==> config.mk <==
export PLATFORM = sky130hd
export DESIGN_NAME = bundle_job_scheduler
export DESIGN_NICKNAME = d
export VERILOG_FILES = /design/src/rtl/bundle_job_scheduler.sv
export SDC_FILE = /design/constraint.sdc
export NUM_CORES = 1
export LEC_CHECK = 0
export BUFFER_PORTS_ARGS = -buffer_cell sky130_fd_sc_hd__buf_2
export CORE_AREA = 2 2 171 173
export DETAILED_ROUTE_END_ITERATION = 7
export DIE_AREA = 0 0 173 175
export GPL_ROUTABILITY_DRIVEN = 1
export HOLD_SLACK_MARGIN = 0.06
export MAX_ROUTING_LAYER = met4
export SLEW_MARGIN = 5
export SYNTH_ARGS = -nofsm -noshare
export SYNTH_HDL_FRONTEND = slang
export SYNTH_SLANG_ARGS = --single-unit
==> constraint.sdc <==
create_clock -name clk -period 2.3 [get_ports clk]
set_input_delay 0.345 -clock clk [delete_from_list [all_inputs] [get_ports clk]]
set_output_delay 0.345 -clock clk [all_outputs]
set_load 0.005 [all_outputs]
==> src/rtl/bundle_job_scheduler.sv <==
// bundle_job_scheduler: round-robin sharing of one bundle kernel generator, with watchdog abort
module bundle_job_scheduler #(
  parameter int NUM_REQ          = 4,
  parameter int HV_ADDRESS_WIDTH = 20,
  parameter int TIMEOUT_CYCLES   = 65535,
  parameter int CNT_WIDTH        = 16
) (
  input  logic                                 clk,
  input  logic                                 reset_n,
  input  logic [NUM_REQ-1:0]                   req,
  input  logic [NUM_REQ*HV_ADDRESS_WIDTH-1:0]  req_hva,
  input  logic [NUM_REQ*HV_ADDRESS_WIDTH-1:0]  req_hvb,
  input  logic [NUM_REQ*HV_ADDRESS_WIDTH-1:0]  req_hvc,
  input  logic [NUM_REQ*HV_ADDRESS_WIDTH-1:0]  req_offset,
  input  logic [NUM_REQ-1:0]                   req_mode,
  output logic [NUM_REQ-1:0]                   ack,
  output logic [NUM_REQ-1:0]                   cmp,
  output logic                                 cmp_err,
  output logic                                 k_valid,
  output logic [HV_ADDRESS_WIDTH-1:0]          k_hva,
  output logic [HV_ADDRESS_WIDTH-1:0]          k_hvb,
  output logic [HV_ADDRESS_WIDTH-1:0]          k_hvc,
  output logic [HV_ADDRESS_WIDTH-1:0]          k_hv_offset,
  output logic                                 k_mode,
  input  logic                                 k_done,
  output logic                                 busy,
  output logic [CNT_WIDTH-1:0]                 jobs_done
);
  localparam int IW = $clog2(NUM_REQ);
  localparam int HW = HV_ADDRESS_WIDTH;
  localparam int WW = TIMEOUT_CYCLES > 1 ? $clog2(TIMEOUT_CYCLES) : 1;
  localparam logic [WW-1:0] WD_LAST = WW'(TIMEOUT_CYCLES > 0 ? TIMEOUT_CYCLES - 1 : 0);
  typedef enum logic [1:0] {IDLE, ISSUE, WAIT, COMPLETE} state_t;
  state_t r_state, w_next;
  logic [IW-1:0] r_ptr, r_win, w_win;
  logic [WW-1:0] r_wd;
  logic w_any, w_end;
  always_comb begin
    w_any = 1'b0;
    w_win = '0;
    for (int k = 0; k < NUM_REQ; k++)
      if (!w_any && req[(int'(r_ptr) + k) % NUM_REQ]) begin
        w_any = 1'b1;
        w_win = IW'((int'(r_ptr) + k) % NUM_REQ);
      end
    w_end = r_state == WAIT && (k_done || (TIMEOUT_CYCLES != 0 && r_wd == WD_LAST));
    w_next = r_state == IDLE  ? (w_any ? ISSUE : IDLE) :
             r_state == ISSUE ? WAIT :
             r_state == WAIT  ? (w_end ? COMPLETE : WAIT) : IDLE;
  end
  // every output is a register loaded from the next state, so it lines up with that state
  always_ff @(posedge clk or negedge reset_n)
    if (!reset_n) begin
      r_state     <= IDLE;
      r_ptr       <= '0;
      r_win       <= '0;
      r_wd        <= '0;
      ack         <= '0;
      cmp         <= '0;
      cmp_err     <= 1'b0;
      k_valid     <= 1'b0;
      k_hva       <= '0;
      k_hvb       <= '0;
      k_hvc       <= '0;
      k_hv_offset <= '0;
      k_mode      <= 1'b0;
      busy        <= 1'b0;
      jobs_done   <= '0;
    end else begin
      r_state <= w_next;
      busy    <= w_next != IDLE;
      k_valid <= w_next == ISSUE;
      ack     <= w_next == ISSUE ? NUM_REQ'(1) << w_win : '0;
      cmp     <= w_end ? NUM_REQ'(1) << r_win : '0;
      cmp_err <= w_end && !k_done;
      r_wd    <= r_state == WAIT && !w_end ? r_wd + 1'b1 : '0;
      if (w_end && k_done) jobs_done <= jobs_done + 1'b1;
      if (r_state == IDLE && w_any) begin
        r_win       <= w_win;
        r_ptr       <= w_win == IW'(NUM_REQ - 1) ? '0 : w_win + 1'b1;
        k_hva       <= req_hva[int'(w_win)*HW +: HW];
        k_hvb       <= req_hvb[int'(w_win)*HW +: HW];
        k_hvc       <= req_hvc[int'(w_win)*HW +: HW];
        k_hv_offset <= req_offset[int'(w_win)*HW +: HW];
        k_mode      <= req_mode[w_win];
      end
    end
endmodule

==> flow_summary_export.csv <==
group,metric,value,unit
die,die_area,30280,µm²
yosys,synth_enable_flop_cells,0,
layout,multi_input_logic_area,3726,µm²
min_path,min-delay-path-class,"input port to flip-flop",
yosys,netlist.top_cell.by_area,"dfrtp_1",
power_and_ir_drop,power-per-cell-area,1108,nW/µm²
critical_path,timing_worst_setup_path_type,"flip-flop to flip-flop",
yosys,syn-instance-count,917,
grt,number_of_antenna_violations_at_the_first_check_in_global_routing,1,
die,floorplan.initialDensity,25.67,%
die,floorplan.io_pins,439,
sta,min_period,2134,ps
layout,final_net_count,1676,
critical_path,rrSetupSlack,170,ps
drt,drt_pass1_iterations,5,
yosys,mappedNetlistNets,1258,
die,fp.dieH,175,µm
critical_path,critical_path.slowest_cell,"dfrtp_1",
clock_network,cts_repair_resize_count,0,
yosys,synth.cell_area,7288,µm²
drt,ant_nets,0,
critical_path,reg2regPathDepth,8,
yosys,synth.ff_latch_count,130,
placement,post_dp_cell_area,10020,µm²
min_path,holdPathStages,3,
sta,peak_clock_frequency_supported_by_timing,468.6,MHz
drt,num_vias,8137,
placement,io_buffers,438,
clock_network,cts_num_sinks,130,
layout,drive_above_1_share,37.09,%
clock_network,worstSkewPairLatency,420,ps
grt,grt_overflow_total,0,
yosys,synth_warnings,0,
drt,drt-total-wl,26.49,mm
critical_path,critical_path_arrival,2430,ps
status,run_status,"completed",
sta,setup_tns,0,ps
drt,route.detailed.drc,0,
yosys,most_used_flip_flop_cell_after_synthesis,"dfrtp_1",
placement,gpl.final_weighted_congestion,0.9473,
yosys,synth_commonest_cells,"nand2_1, a21oi_1, dfrtp_1",
sta,setup_violations,0,
critical_path,worstPathCellList,"mux2i_1, a221oi_4, buf_4, inv_4, buf_12, nand2_1, a21oi_1, a211o_1",
yosys,cell_with_the_most_instances_after_synthesis,"nand2_1",
yosys,synth_cell_types,38,
layout,post-route-cell-area,10640,µm²
critical_path,worstPathRequired,2600,ps
clock_network,tritoncts,"done",
min_path,hold_start,"k_done",
power_and_ir_drop,maximum_vdd_ir_drop,0.0007806,V
clock_network,clkTransAtPathRegs,70,ps
drt,drt_iter0_drc,439,
critical_path,reg2reg_from,"r_ptr[1]",
clock_network,number_of_buffers_inserted_during_clock_tree_synthesis,17,
sta,worstMarginPinSlew,625.7,ps
grt,groute.usage.overall,17.45,%
grt,grt_start_max_net_pins,96,
die,std_cell_rows,62,
sta,finalHoldViolations,0,
sta,rsz0062_at_grt,"false",
grt,grt_pass1_wl,41.39,mm
critical_path,crit_path_start_kind,"flip-flop",
layout,final.fill_count,2982,
sta,report.final.slew_viol_count,0,
clock_network,root_buffer,"clkbuf_16",
layout,syn2layout_area_growth,45.92,%
sta,fin_skew,19.75,ps
critical_path,crit_path_end_kind,"flip-flop",
yosys,synth.top_cells.by_area,"dfrtp_1, nand2_1, a21oi_1",
yosys,synth.avg_cell_area,7.948,µm²
yosys,sequential_area_share_after_synthesis,44.64,%
yosys,postSynth.asyncResetShare,100.0,%
layout,layout.area.seq,3253,µm²
critical_path,rr_endpoint,"k_hva[11]",
die,core_area,28390,µm²
sta,final.setup.worst_slack,165.8,ps
clock_network,cts.htree.levels,4,
sta,post-route-period-util,92.79,%
min_path,worstHoldEndpoint,"cmp[3]",
grt,first_global_vias,8029,
placement,dp_slack,136.2,ps
sta,relative_slew_slack,58.09,%
drt,wl_per_cell,15.28,µm
critical_path,critical_path.max_fanout,60,
placement,place.detailed.hpwl,19.70,mm
power_and_ir_drop,leakage,5.924,nW
clock_network,cts_buffer_depth,2,
critical_path,cpPeakStageDelay,450,ps
drt,via_per_inst,4.695,
flow_run,max-cap-violations,0,
die,die_width,173,µm
yosys,synth_top_area_share,44.64,%
cells by family (layout without fill, tap and decap cells):
family / after synthesis / in the layout / synth area share, %
simple gates: 414 / 414 / 22.73
other cells: 0 / 1 / 0
buf+inv: 75 / 506 / 4.704
fa+ha+maj: 10 / 10 / 1.717
mux: 2 / 2 / 0.2918
compound gates: 257 / 257 / 22.44
xor+xnor: 29 / 29 / 3.485
flops: 130 / 130 / 44.64
worst max path at each step:
stage,start,end,slack (ps)
global route,r_ptr[1],k_hva[11],50
CTS,r_ptr[1],k_hva[11],150
finish,r_ptr[1],k_hva[11],170
detailed placement,req[0],k_hva[6],140
global placement,req[1],k_hv_offset[18],190
floorplan,req[2],k_hv_offset[0],520
cell type report:
class                           instances  share of cell area, %
Clock buffer                           17                  4.000
Multi-Input combinational cell        712                  35.04
Tap cell                              384                  4.518
Inverter                               12                 0.4471
Sequential cell                       130                  30.59
Antenna cell                            1                0.02353
Clock inverter                         15                  1.706
Timing Repair Buffer                  462                  23.68
layout by cell type (no fill, tap or decap), types with 6 or more instances in the layout:
master and count:
a211o_1 81, a21oi_1 164, buf_12 11, buf_2 437
buf_4 12, clkbuf_16 17, dfrtp_1 130, ha_1 10
inv_1 11, nand2_1 342, nand3_1 17, nor2_1 28
nor3b_1 6, xnor2_1 16, xor2_1 13
layer usage:
metal	GRT usage, %	vias to the layer above	share of wire [%]
met2	29.10	309	49
met4	5.367	0	2.1
li1	-	3943	-
met1	21.11	3844	43
met3	3.829	41	6.2
met5	-	-	0
worst max-delay path: cells and delay by family, from the launching register on:
kind | cells | cell delay (ps)
and+or+nand+nor | 1 | 120
muxes | 1 | 210
DFF | 1 | 450
AOI/OAI and AO/OA | 3 | 780
buffers and inverters | 3 | 410
power by group:
group | total, mW | switching (mW) | leakage [nW] | internal [mW]
Sequential | 3.61 | 0.480 | 1.67 | 3.13
Clock | 2.78 | 1.30 | 0.297 | 1.48
Combinational | 5.39 | 3.01 | 3.96 | 2.38
Total | 11.8 | 4.79 | 5.92 | 6.99
timing repair:
action / 4_1_cts / 5_1_grt
hold buffers: 1 / 0
setup buffers: 0 / 0
endpoints found under the hold margin: 50 / 0
registers in the layout, indices dropped and copies added (netlist names), 4 cells and up:
name,cells
ack,4
cmp,4
jobs_done,16
k_hv_offset,20
k_hva,20
k_hvb,20
k_hvc,20
r_wd,16
through the flow:
| step | util, % | std cells | total power [mW] | hold WS [ps] |
|---|---|---|---|---|
| detailed placement | 35.28 | 1699 | 9.100 | 348.6 |
| global route | 37.46 | 1733 | 12.70 | 268.1 |
| global placement | 35.28 | 1699 | 9.009 | 356.0 |
| floorplan | - | 917 | 6.818 | 49.41 |
| finish | 37.46 | 1733 | 11.78 | 248.6 |
| CTS | 37.45 | 1732 | 11.95 | 225.7 |
Power figures use the tool's default switching activity.
